===== src/rtl/uart_transmitter.sv =====
`default_nettype none
// ============================================================================
//  Module   : uart_transmitter
//  Purpose  : 8-bit UART transmitter with even parity and a fixed divisor
//             table for a 100 MHz clock. Frame is start, 8 data bits (LSB
//             first), parity, stop. Each bit lasts 16 sample ticks.
//  Revision : 1.0 - initial release
// ============================================================================
module uart_transmitter (
   input  logic       clk,
   input  logic       reset,
   input  logic [7:0] Tx_DATA,
   input  logic [2:0] baud_select,
   input  logic       Tx_WR,
   input  logic       Tx_EN,
   output logic       TxD,
   output logic       Tx_BUSY
);

   localparam logic [2:0] ST_IDLE   = 3'd0;
   localparam logic [2:0] ST_START  = 3'd1;
   localparam logic [2:0] ST_DATA   = 3'd2;
   localparam logic [2:0] ST_PARITY = 3'd3;
   localparam logic [2:0] ST_STOP   = 3'd4;

   logic [2:0]  state_q,    state_d;
   logic [14:0] tick_cnt_q, tick_cnt_d;
   logic [3:0]  bit_tick_q, bit_tick_d;
   logic [2:0]  bit_idx_q,  bit_idx_d;
   logic [7:0]  data_q,     data_d;
   logic        parity_q,   parity_d;
   logic [2:0]  baud_q,     baud_d;
   logic        txd_q,      txd_d;
   logic        busy_q,     busy_d;

   logic [14:0] div_m1;
   logic        tick;
   logic        bit_done;
   logic        accept;

   // Terminal count of the sample-tick counter for the latched rate code
   always_comb begin
      case (baud_q)
         3'd0:    div_m1 = 15'd20832;
         3'd1:    div_m1 = 15'd5207;
         3'd2:    div_m1 = 15'd1301;
         3'd3:    div_m1 = 15'd650;
         3'd4:    div_m1 = 15'd325;
         3'd5:    div_m1 = 15'd162;
         3'd6:    div_m1 = 15'd108;
         default: div_m1 = 15'd53;
      endcase
   end

   assign accept   = Tx_WR & Tx_EN & ~busy_q;
   assign tick     = (tick_cnt_q == div_m1);
   assign bit_done = tick & (bit_tick_q == 4'd15);

   // State and datapath registers; reset returns the line to idle-high
   always_ff @(posedge clk) begin
      if (reset) begin
         state_q    <= ST_IDLE;
         tick_cnt_q <= 15'd0;
         bit_tick_q <= 4'd0;
         bit_idx_q  <= 3'd0;
         data_q     <= 8'd0;
         parity_q   <= 1'b0;
         baud_q     <= 3'd0;
         txd_q      <= 1'b1;
         busy_q     <= 1'b0;
      end else begin
         state_q    <= state_d;
         tick_cnt_q <= tick_cnt_d;
         bit_tick_q <= bit_tick_d;
         bit_idx_q  <= bit_idx_d;
         data_q     <= data_d;
         parity_q   <= parity_d;
         baud_q     <= baud_d;
         txd_q      <= txd_d;
         busy_q     <= busy_d;
      end
   end

   // Next-state logic: write acceptance, tick counting and bit sequencing
   always_comb begin
      state_d    = state_q;
      tick_cnt_d = tick_cnt_q;
      bit_tick_d = bit_tick_q;
      bit_idx_d  = bit_idx_q;
      data_d     = data_q;
      parity_d   = parity_q;
      baud_d     = baud_q;

      if (!Tx_EN) begin
         // Disabling aborts any frame; it is not resumed later
         state_d    = ST_IDLE;
         tick_cnt_d = 15'd0;
         bit_tick_d = 4'd0;
         bit_idx_d  = 3'd0;
      end else if (state_q == ST_IDLE) begin
         if (accept) begin
            state_d    = ST_START;
            data_d     = Tx_DATA;
            parity_d   = ^Tx_DATA;
            baud_d     = baud_select;
            tick_cnt_d = 15'd0;
            bit_tick_d = 4'd0;
            bit_idx_d  = 3'd0;
         end
      end else begin
         tick_cnt_d = tick ? 15'd0 : tick_cnt_q + 15'd1;
         if (tick) begin
            bit_tick_d = bit_tick_q + 4'd1;
         end
         if (bit_done) begin
            case (state_q)
               ST_START: begin
                  state_d   = ST_DATA;
                  bit_idx_d = 3'd0;
               end
               ST_DATA: begin
                  if (bit_idx_q == 3'd7) begin
                     state_d = ST_PARITY;
                  end else begin
                     bit_idx_d = bit_idx_q + 3'd1;
                  end
               end
               ST_PARITY: state_d = ST_STOP;
               default: begin
                  state_d   = ST_IDLE;
                  bit_idx_d = 3'd0;
               end
            endcase
         end
         if (state_q > ST_STOP) begin
            state_d = ST_IDLE;
         end
      end
   end

   // Output logic: line level and busy flag for the upcoming state, registered
   always_comb begin
      txd_d  = 1'b1;
      busy_d = (state_d != ST_IDLE);
      case (state_d)
         ST_START:  txd_d = 1'b0;
         ST_DATA:   txd_d = data_d[bit_idx_d];
         ST_PARITY: txd_d = parity_d;
         default:   txd_d = 1'b1;
      endcase
   end

   assign TxD     = txd_q;
   assign Tx_BUSY = busy_q;

endmodule
`default_nettype wire


===== config.mk =====
export PLATFORM = sky130hd
export DESIGN_NAME = uart_transmitter
export DESIGN_NICKNAME = d
export VERILOG_FILES = /design/src/rtl/uart_transmitter.sv
export SDC_FILE = /design/constraint.sdc
export NUM_CORES = 1
export LEC_CHECK = 0
export CORE_ASPECT_RATIO = 0.8
export CORE_UTILIZATION = 30
export DETAILED_ROUTE_END_ITERATION = 8
export HOLD_SLACK_MARGIN = 0.02
export RECOVER_POWER = 50
export SLEW_MARGIN = 10
export SYNTH_ARGS = -nofsm -noshare
export SYNTH_HDL_FRONTEND = slang
export SYNTH_SLANG_ARGS = --single-unit

===== constraint.sdc =====
create_clock -name clk -period 5.15 [get_ports clk]
set_input_delay 1.2875 -clock clk [delete_from_list [all_inputs] [get_ports clk]]
set_output_delay 1.2875 -clock clk [all_outputs]
set_load 0.05 [all_outputs]

==> metrics, run 1 <==
post-layout minimum cycle time around 3.8 ns; switching part of the total 26.4%; antenna cells 0; GPL Wtd Cong 0.894; skew final 0.0147 ns; CTS tree done; CP delay by family, top buffers and inverters; CORE AREA 0.00809 sq mm; reg2reg start baud_q[1]; Hold Buf Count CTS 0; post-synthesis sequential area ratio 30.6%; number of synthesized flops with an enable pin 0; P_int 0.486 mW; classification of the worst-slack hold path flop to flop; IO Port Bufs 16; detailed-route DRC error count 0; Post-Synthesis Cell Area 0.00255 sq mm; largest net degree at the start of global routing 27; Post-CTS Setup Bufs 0; placed cells 435; Final Hold Vio Count 0; GRT Residual Overflow 0; Critical Path End Type flop; Detail Route Antenna Nets 0; Reg clk slew, reported paths 0.09 ns; Via density roughly 5.4; H-tree levels 2; Pleak between 0.9 and 1 nW; Die Y 84.4 microns; startpoint types primary input; Synth Register Bits 39; Clock power frac 39.9%; Ys Warns 0; Initial Utilization about a third; RSZ-0062 raised after global routing no; post_cts resized 0; critical path depth 12; via count around 2400; clock buffer count from CTS 5; Max stage delay on crit path 0.69 ns; Post-Layout Cell Count 443; total track usage 14.7%; CTS sink cnt 39; crit-path max FO 17; initial antenna violation count 0; status finished, final reports clean; reg2reg end tick_cnt_q[8]; Hold Path Origin data_q[7]; layout cell share with drive strength beyond 1 8.06%; WP data arrival 4.05 ns; setup_tns 0 ns; net load switching power 0.175 mW; cell count after synthesis 333; I/O pin cnt 17; CP max-delay cell dlygate4sd3_1; syn nets 351; max cap viols 0; power per cell area 232 mW/mm^2; post-synth top area share a little under a third; total power 0.660 mW; drt wl/cell 14.3 microns; Fmax achieved 263 MHz; Async SR Flop Fraction 0%; Synth cell types 58; DR iter-0 viols 160; Max VDD drop around 140 uV; DP HPWL 4590 microns; area grow syn2layout 11.7%; first-pass GRT wire length 10600 microns; Longest Clk Path Bufs 2; end of the critical path TxD; R2R setup slack just under 2 ns; most frequent cells in the layout nand2_1 (45), dfxtp_1 (39), nor2_1 (38); clk root buf clkbuf_8; Synth area leaders dfxtp_1 (31%), nand2_1 (6.6%), a21oi_1 (5.7%), nor2_1 (5.6%), o21ai_0 (3.3%); Crit Path Category primary input to flop; critical path, cell by cell dlygate4sd3_1 > nand2_1 > or2_2 > nor2_1 > clkbuf_1 > nand2_1 > nand2_1 > a41o_1 > o31ai_1 > a22oi_1 > o211ai_1 > nand4_1; final WL 6320 microns; Fin Hold WS 0.460 ns; Worst Setup SP Tx_EN; Sequential Power Share 48.0%; synthesized area per cell 7.65 sq um; worst path bufs/invs 2; crit share post-route ~74%; DIE AREA 0.00887 sq mm; die width 105 microns; most common cell after layout, fill and taps aside nand2_1; Core Rows 29; clk_lat worst skew 0.30 ns; worst reg2reg path depth 7; relative slew slack 27.8%; main flop type after synthesis dfxtp_1; Required @ worst endpoint roughly 5.4 ns; final setup fails 0; crit-path most repeated cell nand2_1; Nets 352; Pre-Repair DR Iteration Count 5; Worst-Margin Slew roughly 1.1 ns; Final Max Tran Viols 0; number of global-route vias before repair 2219; Logic pwr share approximately an eighth; Synth area leader dfxtp_1
state kept, by name, indices dropped and copies added (netlist names):
name	cells
data_q	8
Tx_BUSY	1
baud_q	3
tick_cnt_q	15
bit_tick_q	4
parity_q	1
bit_idx_q	3
TxD	1
state_q	3
tightest hold or removal path: cells and delay by family (launching register included):
kind             cells  cell delay [ns]
AO/OA/AOI/OAI        1             0.05
flip-flops           1             0.32
AND/OR/NAND/NOR      1             0.05
kinds of logic (layout without fill, tap and decap cells):
kind of cell	count (synthesis)	after routing	share of synthesized area [%]
mux	6	6	2.45
buf+inv	28	30	5.20
fa+ha+maj	3	3	1.47
xor+xnor	12	12	4.12
simple gates	152	152	30.6
flops	39	39	30.6
compound gates	93	93	25.5
Yosys cell counts (all sizes together) (5+ instances only):
library cell / number
nand2: 45
dfxtp: 39
nor2: 38
a21oi: 29
o21ai: 17
clkbuf: 15
nor3: 10
a211oi: 8
and3: 8
buf: 8
nand3: 8
nand4: 7
xnor2: 7
a311oi: 5
inv: 5
nand3b: 5
o211ai: 5
xor2: 5
stage by stage:
stage | instance area (sq um) | utilization [%] | setup WS [ns]
6_report | 2850 | 35.2 | 1.35
3_5_place_dp | 2740 | 33.8 | 1.54
2_1_floorplan | 2550 | - | 2.36
4_1_cts | 2850 | 35.2 | 1.86
3_3_place_gp | 2740 | 33.8 | 1.57
5_1_grt | 2850 | 35.2 | 1.06
routing by layer:
metal	up-vias	track usage, %	wire length, microns
met5	-	0	0
met3	5	2.80	279
li1	1223	-	-
met1	1113	21.1	3260
met2	44	21.9	2710
met4	0	4.74	61
area by class of cell:
| class | instances | area, sq um |
|---|---|---|
| Clock buffer | 5 | 68.8 |
| Clock inverter | 3 | 43.8 |
| Multi-Input combinational cell | 266 | 1640 |
| Sequential cell | 39 | 781 |
| Fill cell | 850 | 5250 |
| Inverter | 5 | 18.8 |
| Timing Repair Buffer | 17 | 164 |
| Tap cell | 108 | 135 |
power groups by stage:
stage | combinational, mW | clock, mW | sequential, mW
finish | 0.0801 | 0.264 | 0.317
global route | 0.0887 | 0.281 | 0.318
CTS | 0.0810 | 0.265 | 0.317
detailed placement | 0.0808 | 0 | 0.324
global placement | 0.0802 | 0 | 0.323
floorplan | 0.0596 | 0 | 0.319
worst min-delay path by stage:
stage,endpoint,slack [ns],cells past startpoint
after detailed placement,data_q[7],0.45,2
after floorplan,parity_q,0.43,2
after global placement,data_q[7],0.45,2
after CTS,data_q[7],0.46,2
after global routing,data_q[7],0.50,2
final,data_q[7],0.46,2
Note: power is estimated with default switching activity, not from simulation.
==> run 2: changes to the inputs <==
Clock period 5.15 ns to 3.1 ns, I/O delays scaled along.
==> metrics, run 2 (same netlist as run 1, synthesis figures left out) <==
Clock power frac 43.5% (+3.6 points); FF+latch area 785 sq um (+0.48%); setup_tns 0 ns (unchanged); Longest Clk Path Bufs 2 (unchanged); Logic pwr share 12.0% (about the same); post-layout minimum cycle time 2.84 ns; clk_lat worst skew 0.30 ns (about the same); CTS tree done; area grow syn2layout 16.1%; Required @ worst endpoint 3.27 ns (-2.12 ns); worst reg2reg path depth 11 (+4); Reg clk slew, reported paths 0.08 ns (about the same); power per cell area 399 mW/mm^2 (+72%); total track usage 15.4% (+0.70 points); final WL 6430 microns (+1.8%); Crit Path Category primary input to flop; P_int 0.894 mW (+84%); number of flip-flops in the largest register 15 (unchanged); classification of the worst-slack hold path flop to flop; Pleak 1.01 nW (+6.5%); die width 105 microns (unchanged); GRT Residual Overflow 0 (unchanged); IO Port Bufs 16 (unchanged); Initial Utilization 31.5% (unchanged); WHS Endpoint data_q[2]; Fillers 836 (-1.6%); detailed-route DRC error count 0 (unchanged); RSZ-0062 raised after global routing no; initial antenna violation count 0 (unchanged); most frequent cells in the layout nand2_1 (45), nor2_1 (38), dfxtp_1 (36); most common cell after layout, fill and taps aside nand2_1; I/O pin cnt 17 (unchanged); DR iter-0 viols 227 (+42%); R2R setup slack 0.31 ns (-1.64 ns); Max VDD drop 205 uV (+46%); crit share post-route 91.5%; first-pass GRT wire length 10900 microns (+3.3%); Nets 365 (+3.7%); skew final 0.00661 ns (-0.00805 ns); crit-path max FO 8 (-9); footprint of the multi-input gates 0.00163 sq mm (-0.31%); GPL Wtd Cong 0.863 (-3.5%); switching part of the total 24.3% (-2.1 points); largest net degree at the start of global routing 25 (-7.4%); Via density 5.38 (about the same); net load switching power 0.288 mW (+65%); Post-CTS Setup Bufs 0 (unchanged); max cap viols 0 (unchanged); Core Rows 29 (unchanged); placed cells 448 (+3.0%); Die Y 84.4 microns (unchanged); startpoint types primary input; layout cell share with drive strength beyond 1 11.5% (+3.4 points); number of global-route vias before repair 2199 (-0.90%); Hold Path Depth 2 (unchanged); CORE AREA 0.00809 sq mm (unchanged); Post-Layout Cell Count 456 (+2.9%); Hold Path Origin data_q[2]; reg2reg end TxD; Final Hold Vio Count 0 (unchanged); Pre-Repair DR Iteration Count 4 (-1); Critical Path End Type flop; DIE AREA 0.00887 sq mm (unchanged); status finished, final reports clean; CTS sink cnt 39 (unchanged); total power 1.18 mW (+79%); WP data arrival 3.01 ns (-1.04 ns); H-tree levels 2 (unchanged); Detail Route Antenna Nets 0 (unchanged); final setup fails 0 (unchanged); relative slew slack 56.0% (+28 points); Final Max Tran Viols 0 (unchanged); via count 2454 (+2.9%); DP HPWL 4800 microns (+4.5%); clk root buf clkbuf_8; Fmax achieved 353 MHz; Largest Register tick_cnt_q; Sequential Power Share 44.5% (-3.5 points); antenna cells 0 (unchanged); reg2reg start baud_q[2]; drt wl/cell 14.1 microns (-1.1%); biggest regs tick_cnt_q x15, data_q x8, bit_tick_q x4; clock buffer count from CTS 5 (unchanged); Worst-Margin Slew 0.657 ns (-0.426 ns)
[run 2: how the worst max path moves through the flow]
stage,from,endpoint,cells past startpoint
floorplan,baud_q[0],TxD,11
global placement,Tx_EN,TxD,9
detailed placement,Tx_EN,TxD,9
global route,Tx_EN,TxD,9
CTS,baud_q[2],TxD,11
finish,Tx_EN,TxD,9
[run 2: area by class of cell]
class                   instances  share of cell area [%]
repair buffers                 30                    8.58
multi-input cells             266                    55.1
clock inverters                 3                    2.28
well taps                     108                    4.57
clock buffers                   5                    2.33
flip-flops and latches         39                    26.5
inverters                       5                   0.634
[run 2: worst max-delay path, cell delays in order]
cell and delay, ns:
dlygate4sd3_1 0.55, nand2_1 0.08, nor2_1 0.07, nor2_1 0.51
a211oi_2 0.24, a2111oi_2 0.39, a22oi_1 0.16, o211ai_1 0.13
nand4_1 0.11
[run 2: layer usage]
metal,global-route usage [%],routed length [microns],vias up
li1,-,-,1248
met1,23.5,3500,1119
met2,20.4,2480,78
met3,3.80,355,9
met4,5.12,97,0
met5,0,0,-
[run 2: power groups by stage]
stage	sequential [mW]	clock [mW]	combinational, mW
after floorplan	0.529	0	0.0991
after global placement	0.536	0	0.145
after detailed placement	0.537	0	0.144
after CTS	0.525	0.527	0.145
after global routing	0.528	0.554	0.157
final	0.526	0.514	0.142
[run 2: per-stage QoR]
step / hold slack [ns] / setup slack (ns) / util (%) / area [sq um]
detailed placement: 0.457 / 0.0659 / 35.0 / 2840
CTS: 0.470 / 0.124 / 36.7 / 2970
floorplan: 0.432 / 0.579 / - / 2550
global placement: 0.455 / 0.138 / 35.0 / 2840
global route: 0.504 / 0.0239 / 36.6 / 2960
finish: 0.473 / 0.264 / 36.6 / 2960
[run 2: what timing repair did]
| action | CTS | global route |
|---|---|---|
| hold buffers | 0 | 0 |
| gates resized for setup | 0 | 3 |
| setup endpoints to repair | 0 | 5 |
